**src/rtl/bsg_fifo_1r1w_rolly_replay_ctrl_if.sv**
```systemverilog
// Bundle of FIFO-side, link-side and status signals for the go-back-N replay controller.
// The master modport is the controller; slave is the FIFO/link environment.
interface bsg_fifo_1r1w_rolly_replay_ctrl_if #(
    parameter int width_p     = 32,
    parameter int lg_size_p   = 2,
    parameter int max_retry_p = 3
);
    localparam int retry_w_lp = (max_retry_p < 1) ? 1 : $clog2(max_retry_p + 1);

    logic [width_p-1:0]    fifo_data_i;
    logic                  fifo_v_i;
    logic                  fifo_yumi_o;
    logic                  fifo_ack_v_o;
    logic                  fifo_rollback_v_o;
    logic [width_p-1:0]    link_data_o;
    logic [lg_size_p:0]    link_seq_o;
    logic                  link_v_o;
    logic                  link_ready_i;
    logic                  resp_v_i;
    logic                  resp_nack_i;
    logic [lg_size_p:0]    outstanding_o;
    logic [retry_w_lp-1:0] retry_cnt_o;
    logic                  error_o;

    modport master (
        input  fifo_data_i, fifo_v_i, link_ready_i, resp_v_i, resp_nack_i,
        output fifo_yumi_o, fifo_ack_v_o, fifo_rollback_v_o, link_data_o, link_seq_o,
               link_v_o, outstanding_o, retry_cnt_o, error_o
    );

    modport slave (
        output fifo_data_i, fifo_v_i, link_ready_i, resp_v_i, resp_nack_i,
        input  fifo_yumi_o, fifo_ack_v_o, fifo_rollback_v_o, link_data_o, link_seq_o,
               link_v_o, outstanding_o, retry_cnt_o, error_o
    );
endinterface

```
**src/rtl/bsg_fifo_1r1w_rolly_replay_ctrl.sv**
```systemverilog
// Go-back-N replay controller for the read side of a rolly FIFO: speculative send,
// in-order commit on ACK, rewind-and-resend on NACK/timeout, fatal after bounded retries.
module bsg_fifo_1r1w_rolly_replay_ctrl #(
    parameter int width_p     = 32,
    parameter int lg_size_p   = 2,
    parameter int timeout_p   = 64,
    parameter int max_retry_p = 3
) (
    input logic clk_i,
    input logic reset_i,
    bsg_fifo_1r1w_rolly_replay_ctrl_if.master io
);
    localparam int cnt_w_lp   = lg_size_p + 1;
    localparam int timer_w_lp = $clog2(timeout_p + 1);
    localparam int retry_w_lp = (max_retry_p < 1) ? 1 : $clog2(max_retry_p + 1);

    localparam logic [cnt_w_lp-1:0]   window_lp    = cnt_w_lp'(1 << lg_size_p);
    localparam logic [cnt_w_lp-1:0]   cnt_one_lp   = cnt_w_lp'(1);
    localparam logic [timer_w_lp-1:0] timer_one_lp = timer_w_lp'(1);
    localparam logic [timer_w_lp-1:0] timer_end_lp = timer_w_lp'(timeout_p - 1);
    localparam logic [retry_w_lp-1:0] retry_one_lp = retry_w_lp'(1);
    localparam logic [retry_w_lp-1:0] retry_max_lp = retry_w_lp'(max_retry_p);

    localparam logic [1:0] SEND     = 2'd0;
    localparam logic [1:0] ROLLBACK = 2'd1;
    localparam logic [1:0] ERROR    = 2'd2;

    logic [1:0]            state_r, state_n;
    logic [cnt_w_lp-1:0]   outstanding_r, send_seq_r, ack_seq_r;
    logic [timer_w_lp-1:0] timer_r;
    logic [retry_w_lp-1:0] retry_r;

    logic in_send, has_out, send_hs, ack, nack, timeout, replay;

    assign in_send = (state_r == SEND);
    assign has_out = (outstanding_r != '0);

    assign io.link_v_o    = in_send & io.fifo_v_i & (outstanding_r < window_lp);
    assign io.link_data_o = io.fifo_data_i;
    assign io.link_seq_o  = send_seq_r;
    assign send_hs        = io.link_v_o & io.link_ready_i;
    assign io.fifo_yumi_o = send_hs;

    // Responses only count while something is in flight and we are sending.
    assign ack     = in_send & has_out & io.resp_v_i & ~io.resp_nack_i;
    assign nack    = in_send & has_out & io.resp_v_i &  io.resp_nack_i;
    assign timeout = in_send & has_out & ~ack & (timer_r == timer_end_lp);
    assign replay  = nack | timeout;

    assign io.fifo_ack_v_o      = ack;
    assign io.fifo_rollback_v_o = (state_r == ROLLBACK);
    assign io.outstanding_o     = outstanding_r;
    assign io.retry_cnt_o       = retry_r;
    assign io.error_o           = (state_r == ERROR);

    always_comb begin
        state_n = state_r;
        case (state_r)
            SEND:     if (replay) state_n = (retry_r == retry_max_lp) ? ERROR : ROLLBACK;
            ROLLBACK: state_n = SEND;
            default:  state_n = ERROR;
        endcase
    end

    always_ff @(posedge clk_i or posedge reset_i) begin
        if (reset_i) begin
            state_r       <= SEND;
            outstanding_r <= '0;
            send_seq_r    <= '0;
            ack_seq_r     <= '0;
            timer_r       <= '0;
            retry_r       <= '0;
        end else begin
            state_r <= state_n;
            case (state_r)
                SEND: begin
                    if (send_hs) send_seq_r <= send_seq_r + cnt_one_lp;
                    if (ack) begin
                        ack_seq_r <= ack_seq_r + cnt_one_lp;
                        retry_r   <= '0;
                    end
                    if (send_hs && !ack)      outstanding_r <= outstanding_r + cnt_one_lp;
                    else if (!send_hs && ack) outstanding_r <= outstanding_r - cnt_one_lp;
                    timer_r <= (has_out && !ack) ? timer_r + timer_one_lp : '0;
                end
                // The FIFO rewinds to its committed pointer this cycle; resend from the oldest unacked seq.
                ROLLBACK: begin
                    outstanding_r <= '0;
                    send_seq_r    <= ack_seq_r;
                    timer_r       <= '0;
                    retry_r       <= retry_r + retry_one_lp;
                end
                default: timer_r <= '0;
            endcase
        end
    end
endmodule

```
**src/flat_wrapper.sv**
```systemverilog
// flat-port wrapper written by rule: the top's interface ports become plain ports
module bsg_fifo_1r1w_rolly_replay_ctrl_flat 
#(
    parameter int width_p     = 32,
    parameter int lg_size_p   = 2,
    parameter int timeout_p   = 64,
    parameter int max_retry_p = 3
)
  (clk_i, reset_i, io_fifo_data_i, io_fifo_v_i, io_link_ready_i, io_resp_v_i, io_resp_nack_i, io_fifo_yumi_o, io_fifo_ack_v_o, io_fifo_rollback_v_o, io_link_data_o, io_link_seq_o, io_link_v_o, io_outstanding_o, io_retry_cnt_o, io_error_o);
  bsg_fifo_1r1w_rolly_replay_ctrl_if #(.width_p(width_p), .lg_size_p(lg_size_p), .max_retry_p(max_retry_p)) io_i ();
  input logic clk_i;
  input logic reset_i;
  input wire logic [$bits(io_i.fifo_data_i)-1:0] io_fifo_data_i;
  input wire logic [$bits(io_i.fifo_v_i)-1:0] io_fifo_v_i;
  input wire logic [$bits(io_i.link_ready_i)-1:0] io_link_ready_i;
  input wire logic [$bits(io_i.resp_v_i)-1:0] io_resp_v_i;
  input wire logic [$bits(io_i.resp_nack_i)-1:0] io_resp_nack_i;
  output wire logic [$bits(io_i.fifo_yumi_o)-1:0] io_fifo_yumi_o;
  output wire logic [$bits(io_i.fifo_ack_v_o)-1:0] io_fifo_ack_v_o;
  output wire logic [$bits(io_i.fifo_rollback_v_o)-1:0] io_fifo_rollback_v_o;
  output wire logic [$bits(io_i.link_data_o)-1:0] io_link_data_o;
  output wire logic [$bits(io_i.link_seq_o)-1:0] io_link_seq_o;
  output wire logic [$bits(io_i.link_v_o)-1:0] io_link_v_o;
  output wire logic [$bits(io_i.outstanding_o)-1:0] io_outstanding_o;
  output wire logic [$bits(io_i.retry_cnt_o)-1:0] io_retry_cnt_o;
  output wire logic [$bits(io_i.error_o)-1:0] io_error_o;
  assign io_i.fifo_data_i = io_fifo_data_i;
  assign io_i.fifo_v_i = io_fifo_v_i;
  assign io_i.link_ready_i = io_link_ready_i;
  assign io_i.resp_v_i = io_resp_v_i;
  assign io_i.resp_nack_i = io_resp_nack_i;
  assign io_fifo_yumi_o = io_i.fifo_yumi_o;
  assign io_fifo_ack_v_o = io_i.fifo_ack_v_o;
  assign io_fifo_rollback_v_o = io_i.fifo_rollback_v_o;
  assign io_link_data_o = io_i.link_data_o;
  assign io_link_seq_o = io_i.link_seq_o;
  assign io_link_v_o = io_i.link_v_o;
  assign io_outstanding_o = io_i.outstanding_o;
  assign io_retry_cnt_o = io_i.retry_cnt_o;
  assign io_error_o = io_i.error_o;
  bsg_fifo_1r1w_rolly_replay_ctrl #(.width_p(width_p), .lg_size_p(lg_size_p), .timeout_p(timeout_p), .max_retry_p(max_retry_p)) u_core (.clk_i(clk_i), .reset_i(reset_i), .io(io_i));
endmodule
```
**config.mk**
```make
export PLATFORM = sky130hd
export DESIGN_NAME = bsg_fifo_1r1w_rolly_replay_ctrl_flat
export DESIGN_NICKNAME = d
export VERILOG_FILES = /design/src/rtl/bsg_fifo_1r1w_rolly_replay_ctrl_if.sv /design/src/rtl/bsg_fifo_1r1w_rolly_replay_ctrl.sv /design/src/flat_wrapper.sv
export SDC_FILE = /design/constraint.sdc
export NUM_CORES = 1
export LEC_CHECK = 0
export ABC_AREA = 0
export CORE_MARGIN = 1.5
export CORE_UTILIZATION = 33
export CTS_BUF_LIST = sky130_fd_sc_hd__clkbuf_8 sky130_fd_sc_hd__clkbuf_16
export CTS_CLUSTER_DIAMETER = 100
export DETAILED_ROUTE_END_ITERATION = 10
export PLACE_DENSITY = 0.81
export SYNTH_ARGS = -nofsm -noshare
export SYNTH_HDL_FRONTEND = slang
export SYNTH_SLANG_ARGS = --single-unit
```
**constraint.sdc**
```tcl
create_clock -name clk_i -period 2.22 [get_ports clk_i]
set_input_delay 0.333 -clock clk_i [delete_from_list [all_inputs] [get_ports clk_i]]
set_output_delay 0.333 -clock clk_i [all_outputs]
set_load 0.01 [all_outputs]
```
Word level (Yosys, flattened, before mapping):

Index checks and enable logic that the tools add are counted.

* add/sub/neg operators: 6
* magnitude comparators: 1
* equal/unequal tests: 8
* multiplexer cells: 12
* bitwise logic cells: 12
* reduce and logical (&&, ||, !) cells: 12

Operators with widths (number)
* $mux W7: 2
* $pmux W3 S2: 2
* $add A3 B1 Y3 const B: 3
* $and A1 B1 Y1: 9
* $mux W3: 3
* $pmux W2 S2: 2
* $reduce_and A2 Y1: 4
* $add A7 B1 Y7 const B: 1
* $eq A7 B6 Y1 const B: 1
* $mux W2: 3
* $ne A2 B2 Y1 const B: 3
* $eq A2 B2 Y1 const B: 2
* $logic_and A1 B1 Y1: 3
* $lt A3 B3 Y1 const B: 1
* $ne A3 B3 Y1 const B: 1
* $reduce_bool A3 Y1: 1
* $sub A3 B1 Y3 const B: 1
* $add A2 B1 Y2 const B: 1
* $eq A2 B1 Y1 const B: 1
* $logic_not A1 Y1: 2
* $logic_not A2 Y1: 1
* $not A1 Y1: 2
* $reduce_bool A2 Y1: 1
* $or A1 B1 Y1: 1

* register bits after elaboration: 20
* input bits: 38
* output and inout port bits: 45
* word-level logic and storage cells: 57

Logic depth before layout (Yosys ltp):

Gate-level depths: netlist (run 1).

* depth after elaboration: 10
* depth in mapped cells: 9
* mapped depth without buffers: 8

Worst setup path after synthesis (run 1):

OpenSTA, ideal clock, no wires.

* kind: reg-to-reg
* from: reg u_core.state_r[0]
* to: reg u_core.outstanding_r[2], in the netlist u_core.io.outstanding_o[2]
* library setup time: 0.128 ns
* arrival time: 2.143 ns
* setup slack: -0.051 ns
* cell stages (with the launch flop): 10
* buffers on the path: 1
* period minus slack after synthesis: 2.271 ns
* path through: dfrtp_1 > or2_1 > buf_2 > nor3b_4 > inv_1 > ha_1 > fa_1 > xnor2_1 > nor3_1 > nand3b_1

* longest elaborated chain between the ends: 8
* elaborated cells between the ends (all ways): 17
* those cells by class: eq/ne: 2; mux: 2; bitwise: 6; reduce/logical: 7

RTL lines
* start: declaration: RTL line bsg_fifo_1r1w_rolly_replay_ctrl.sv:28 `logic [1:0] state_r, state_n;`
* start signal: assignment: RTL line bsg_fifo_1r1w_rolly_replay_ctrl.sv:74 `state_r <= state_n;`
* $logic_not A2 Y1 *: RTL line bsg_fifo_1r1w_rolly_replay_ctrl.sv:35 `assign in_send = (state_r == SEND);`
* $and A1 B1 Y1 * (3 in a row): RTL line bsg_fifo_1r1w_rolly_replay_ctrl.sv:45 `assign ack = in_send & has_out & io.resp_v_i & ~io.resp_nack_i;`
* net io_fifo_ack_v_o: RTL line flat_wrapper.sv:19 `output wire logic [$bits(io_i.fifo_ack_v_o)-1:0] io_fifo_ack_v_o;`
* $logic_not A1 Y1: RTL line bsg_fifo_1r1w_rolly_replay_ctrl.sv:82 `if (send_hs && !ack) outstanding_r <= outstanding_r + cnt_one_lp;`
* $logic_and A1 B1 Y1: RTL line bsg_fifo_1r1w_rolly_replay_ctrl.sv:82
* $mux W3 or $ne A3 B3 Y1 (tied branches)
* $pmux W3 S2 or $reduce_and A2 Y1 (tied branches)
* end signal: assignment: RTL line bsg_fifo_1r1w_rolly_replay_ctrl.sv:82
* end signal: assignment: RTL line bsg_fifo_1r1w_rolly_replay_ctrl.sv:83 `else if (!send_hs && ack) outstanding_r <= outstanding_r - cnt_one_lp;`
* end: declaration: RTL line bsg_fifo_1r1w_rolly_replay_ctrl.sv:29 `logic [cnt_w_lp-1:0] outstanding_r, send_seq_r, ack_seq_r;`

The timed path passes the listed nets; every way through them passes the cells marked *.
A chain may end at the register's enable or synchronous reset.

Final worst setup path (run 1):

* from: reg u_core.state_r[1]
* to: out io_fifo_yumi_o

* longest elaborated chain between the ends: 4

RTL lines
* $logic_not A2 Y1: RTL line bsg_fifo_1r1w_rolly_replay_ctrl.sv:35
* $and A1 B1 Y1 (2 in a row): RTL line bsg_fifo_1r1w_rolly_replay_ctrl.sv:38 `assign io.link_v_o = in_send & io.fifo_v_i & (outstanding_r < window_lp);`
* $and A1 B1 Y1: RTL line bsg_fifo_1r1w_rolly_replay_ctrl.sv:41 `assign send_hs = io.link_v_o & io.link_ready_i;`
* end: declaration: RTL line flat_wrapper.sv:18 `output wire logic [$bits(io_i.fifo_yumi_o)-1:0] io_fifo_yumi_o;`

Every way passes these cells.

==> results of run 1 <==
[through the flow]
stage | hold slack (ns) | cells | cell area (sq um) | setup WS, ns | TNS (ns)
2_1_floorplan | 0.2968 | 133 | 1318 | -0.03601 | -0.03601
3_3_place_gp | 0.4498 | 177 | 1389 | -0.1175 | -0.1672
3_5_place_dp | 0.4656 | 177 | 1389 | -0.1489 | -0.1945
4_1_cts | 0.4004 | 181 | 1446 | 0.04246 | 0
5_1_grt | 0.4254 | 181 | 1456 | 0.002053 | 0
6_report | 0.3953 | 181 | 1456 | 0.1281 | 0
[flip-flops by register name (all words and copies together), names as in the netlist]
| register | count |
|---|---|
| u_core.state_r | 2 |
| u_core.ack_seq_r | 3 |
| u_core.io.retry_cnt_o | 2 |
| u_core.timer_r | 7 |
| u_core.io.outstanding_o | 3 |
| u_core.io.link_seq_o | 3 |
[cell type report]
| class | instances | area [sq um] | area share |
|---|---|---|---|
| well taps | 48 | 60.06 | 0.04124 |
| multi-input cells | 72 | 544.3 | 0.3737 |
| clock buffers | 4 | 55.05 | 0.03780 |
| inverters | 7 | 26.28 | 0.01804 |
| flip-flops and latches | 20 | 501.7 | 0.3445 |
| repair buffers | 30 | 269.0 | 0.1847 |
[final timing paths]
path | end | slack [ns] | startpoint | cells after the start
setup / recovery | io_fifo_yumi_o | 0.13 | u_core.state_r[1] | 4
hold / removal | u_core.io.retry_cnt_o[1] | 0.40 | reset_i | 3
setup reg to reg | u_core.io.outstanding_o[2] | 0.17 | u_core.state_r[0] | 8
hold reg to reg | u_core.timer_r[0] | 0.47 | u_core.timer_r[0] | 1
max in group asynchronous | u_core.state_r[0] | 1.59 | reset_i | 3
min in group clk_i | u_core.timer_r[0] | 0.47 | u_core.timer_r[0] | 1
[timing repair]
action / 4_1_cts / 5_1_grt
pin swaps: 0 / 0
endpoints found under the setup margin: 1 / 2
hold buffers: 0 / 0
gates resized for setup: 3 / 2
[cells in the mapped netlist (2+ instances only)]
cell      number
nand3_1        4
o211ai_1       2
o31ai_1        2
xnor2_1        3
a21oi_2        2
ha_1           5
nand3b_1       2
o21ai_0        7
dfrtp_1       20
buf_4         32
nor2_2         4
nand2_1       12
or3_1          4
xor2_1         3
inv_1          7
nor3_1         2
nor2b_1        4
[cell families (layout without fill, tap and decap cells)]
| kind of cell | Yosys count | after routing | share of synthesized area |
|---|---|---|---|
| DFF | 20 | 20 | 0.3846 |
| xor gates and xnor gates | 6 | 6 | 0.04039 |
| and+or+nand+nor | 43 | 43 | 0.2019 |
| muxes | 1 | 1 | 0.008653 |
| adders and majority gates | 6 | 6 | 0.06346 |
| AOI/OAI and AO/OA | 16 | 16 | 0.08365 |
| buffers and inverters | 41 | 41 | 0.2173 |
[layer usage]
| layer | vias to the layer above | track usage |
|---|---|---|
| met5 | - | 0 |
| li1 | 416 | - |
| met4 | 0 | 0.04427 |
| met3 | 6 | 0.03237 |
| met1 | 403 | 0.1438 |
| met2 | 14 | 0.1742 |
[tightest hold or removal path: cells and delay by family]
| family | cells | cell delay (ns) |
|---|---|---|
| buffers and inverters | 3 | 0.70 |
[power breakdown]
part / internal, uW / switching, uW
logic: 445 / 382
clock network: 157 / 112
registers: 493 / 114
==> results.md, run 1 <==
* Outcome: finished, final reports clean
* First-pass GRT wire length at approximately 3.8 mm
* Longest Clk Path Bufs at 2
* Met2 WL at 1.013 mm
* WL met1 at ~1.0 mm
* CTS tree: done
* CTS root buf: clkbuf_8
* Relative slew slack at 0.7336
* Final Util at 0.3919
* Leakage at between 0.0006 and 0.0007 uW
* Power per Cell Area at about 1200 nW/um^2
* RSZ-0062 raised after global routing: no
* Final Setup Violations at 0
* Synthesized area at around 1300 sq um
* Min Tclk post-route at 2.092 ns
* CTS Sinks at 20
* Fraction of layout cells with a size suffix above 1 at 0.2256
* EDFF count, synth at 0
* Critical path type: reg2out
* Family with the most delay on the worst path: buffers and inverters
* Port-buffer cells at 18
* Critical-path top delay cell: clkdlybuf4s50_1
* Peak Freq at about 480 MHz
* Design Power at around 1700 uW
* YS warnings at 0
* Skew-Pair Late Insertion Delay at 0.25 ns
* Unique masters post-synth at 35
* Height of the die at ~66 um
* Maximum number of pins on one net before global-route repair at 21
* Max Cap Viol at 0
* Max FO, Critical Path at 7
* H-tree Lvls at 1
* Routed length per instance at between 10 and 15 um
* WP data arrival at about 1.8 ns
* Metal3 WL at about 100 um
* Commonest non-fill, non-tap cell in the layout: dfrtp_1
* Final Hold Violating Endpoints at 0
* Most frequent cells in the layout: dfrtp_1, clkdlybuf4s50_1, nand2_1, buf_4
* Synth Flop Type: dfrtp_1
* Setup skew after layout at between 0.006 and 0.007 ns
* Worst-path clk slew at approximately 0.070 ns
* Top Layer Used: met4
* Sequential fraction of the synthesis area at 0.3846
* Fraction of registers with async set/reset at 1.000
* Final period utilization at 0.9423
* Drt initial violations at 23
* # fillers at between 300 and 400
* Setup crit end kind: output port
* Vias in the first global route at between 800 and 900
* Max VDD drop at 0.4665 mV
* Worst min path class: in2async
* Antenna-violating nets left at 0
* Required time worst endpoint at roughly 1.9 ns
* DR vias at roughly 840
* Tot GR Track Use at 0.1112
* Pins Over Slew Limit at 0
* #FFs+latches synth at 20
* Syn_area_per_cell at between 9 and 10 sq um
* CP peak stage delay at 0.53 ns
* Cell taking the most area after synthesis: dfrtp_1
* Setup bufs post-CTS at 0
* Synth top area share at 0.3846
* Syn Nets at 177
* # diodes at 0
* I/O pin total at a little over 80
* GPL Wtd Cong at 0.7467
* Area grow syn2layout at 11.92%
* DR vias/cell at between 4 and 5
* Row count at 22
* Core area at 3716 sq um
* CP Launch Type: flip-flop
* Die area at ~4300 sq um
* Post-DP HPWL at roughly 1.6 mm
* Post-Syn Instances at 133
* Detailed Routing Iterations Pass 1 at 4
* Initial antenna violation count at 0
* Top cells by area, synth: dfrtp_1, buf_4, ha_1
* Worst-margin pin slew at ~0.39 ns
* Post-route DRC at 0
* WL final at ~2.1 mm
* CP Buf/Inv Count at 2
* Crit-path cells: buf_4 > nor4b_4 > and2_4 > clkdlybuf4s50_1
* Starting density of the core at 0.3502
* Total gr overflow at 0
* Layout net count at about 180
* Die Wd at around 66 um
* Cts bufs inserted at 3
Note: power is estimated with default switching activity, not from simulation.
==> run 2: changes to the inputs <==
CORE_UTILIZATION = 25   (was 33)
PLACE_DENSITY = 0.63   (was 0.81)
clock period = 2.1 ns   (was 2.22 ns; I/O delays follow)
==> results.md, run 2 (same netlist as run 1, synthesis figures left out) <==
* Starting density of the core at 0.2564 (-0.09376)
* Max Cap Viol at 0 (unchanged)
* Routed length per instance at 11.84 um (-0.11%)
* Power per Cell Area at 1293 nW/um^2 (+11%)
* Post-route DRC at 0 (unchanged)
* Leakage at 0.0007109 uW (+13%)
* Tot GR Track Use at 0.09195 (-0.01928)
* Final period utilization at 0.9713
* Height of the die at 75.15 um (+14%)
* Die area at 5647 sq um (+30%)
* Relative slew slack at 0.6651 (-0.06854)
* # diodes at 0 (unchanged)
* Number of flip-flops in the largest register at 7 (unchanged)
* Post-DP HPWL at 1.761 mm (+7.8%)
* DR vias/cell at 4.204 (-9.3%)
* Final Util at 0.3136 (-0.07831)
* Peak Freq at ~500 MHz
* Worst min path class: in2async
* Maximum number of pins on one net before global-route repair at 13 (-38%)
* GPL Wtd Cong at 0.7934 (+6.3%)
* Total gr overflow at 0 (unchanged)
* Required time worst endpoint at 1.78 ns (-0.11 ns)
* Vias in the first global route at 814 (-7.0%)
* WP data arrival at 1.72 ns (-0.04 ns)
* Min Tclk post-route at about 2.0 ns
* Layout net count at 186 (+4.5%)
* CTS Sinks at 20 (unchanged)
* Setup skew after layout at 0.001696 ns (-0.004509 ns)
* Final Setup Violations at 0 (unchanged)
* RSZ-0062 raised after global routing: yes
* Row count at 26 (+18%)
* Pins Over Slew Limit at 0 (unchanged)
* Most frequent cells in the layout: buf_4, dfrtp_1, clkdlybuf4s50_1
* Worst-path clk slew at 0.08 ns (about the same)
* Fraction of layout cells with a size suffix above 1 at 0.2908 (+0.06522)
* I/O pin total at 83 (unchanged)
* # fillers at 570 (+57%)
* Die Wd at 75.15 um (+14%)
* First-pass GRT wire length at 3.933 mm (+3.1%)
* Outcome: finished, final reports clean
* Critical path type: reg2out
* WL final at 2.499 mm (+16%)
* H-tree Lvls at 1 (unchanged)
* Longest Clk Path Bufs at 2 (unchanged)
* Skew-Pair Late Insertion Delay at 0.26 ns (about the same)
* Cts bufs inserted at 3 (unchanged)
* CTS root buf: clkbuf_8
* Antenna-violating nets left at 0 (unchanged)
* Port-buffer cells at 18 (unchanged)
* Crit-path cells: buf_4 > or2b_4 > inv_1 > clkdlybuf4s50_1
* Drt initial violations at 28 (+22%)
* Initial antenna violation count at 0 (unchanged)
* CTS tree: done
* Detailed Routing Iterations Pass 1 at 5 (+1)
* Final Hold Violating Endpoints at 0 (unchanged)
* Core area at 5075 sq um (+37%)
* Worst-margin pin slew at 0.4986 ns (+0.1041 ns)
* DR vias at 887 (+5.7%)
* Critical-path top delay cell: clkdlybuf4s50_1
* CP Launch Type: flip-flop
* CP peak stage delay at 0.53 ns (about the same)
* Area grow syn2layout at 22.31%
* Max FO, Critical Path at 5 (-2)
* Setup crit end kind: output port
* Min Hold Slack at 0.3289 ns (-0.06644 ns)
* Max VDD drop at 0.5627 mV (+21%)
* Biggest register: u_core.timer_r
run 2: changes by cell type in the layout (fill, tap and decap cells not counted), sizes merged:
cell	before	now
dlymetal6s2s	0	1
clkdlybuf4s50	17	15
bufinv	0	1
clkbuf	4	3
dlygate4sd2	1	2
buf	12	20
run 2: stage by stage:
step / power, uW / setup slack [ns] / setup TNS (ns) / instance area, sq um / cells
floorplan: 1235 / -0.1208 / -0.1208 / 1325 / 133
finish: 2058 / 0.06025 / 0 / 1592 / 211
global placement: 1511 / -0.2293 / -0.4819 / 1428 / 200
detailed placement: 1530 / -0.2589 / -0.5233 / 1428 / 200
global route: 2210 / -0.03404 / -0.06231 / 1592 / 211
CTS: 1941 / 0.007497 / 0 / 1518 / 206
run 2: what timing repair did:
| item | 4_1_cts | 5_1_grt |
|---|---|---|
| setup endpoints to repair | 4 | 4 |
| setup buffers | 2 | 5 |
| hold buffers | 0 | 0 |
| gates resized for setup | 4 | 9 |
| pin swaps | 1 | 4 |
run 2: final timing paths:
check / to / from / slack, ns / cells past startpoint
setup reg to reg: u_core.io.outstanding_o[1] / u_core.state_r[1] / 0.09 / 7
hold / removal: u_core.timer_r[2] / reset_i / 0.33 / 2
hold reg to reg: u_core.timer_r[0] / u_core.timer_r[0] / 0.46 / 1
min in group clk_i: u_core.timer_r[0] / u_core.timer_r[0] / 0.46 / 1
setup / recovery: io_fifo_rollback_v_o / u_core.state_r[1] / 0.06 / 4
max in group asynchronous: u_core.io.outstanding_o[0] / reset_i / 1.27 / 3
run 2: final cells by class:
cell class | instances | area (sq um) | share of cell area
timing repair buffer | 38 | 334.1 | 0.2099
clock buffer | 3 | 41.29 | 0.02594
sequential | 20 | 501.7 | 0.3153
multi-input combinational | 72 | 570.5 | 0.3585
inverter | 7 | 26.28 | 0.01651
tap | 70 | 87.58 | 0.05503
clock inverter | 1 | 30.03 | 0.01887
run 2: power breakdown:
| group | internal (uW) | total [uW] | switching [uW] |
|---|---|---|---|
| clock | 255 | 392 | 137 |
| sequential | 521 | 648 | 128 |
| combinational | 568 | 1020 | 450 |
run 2: metal layers:
metal	vias to the layer above	global-route usage	wire (um)
li1	428	-	-
met1	436	0.1195	1109
met2	21	0.1426	1230
met3	2	0.03748	151
met4	0	0.02381	8
met5	-	0	0
run 2: critical path: cells and delay by family, from the launching register on:
family,cells,cell delay [ns]
buffers and inverters,3,0.76
DFF,1,0.42
and+or+nand+nor,1,0.28
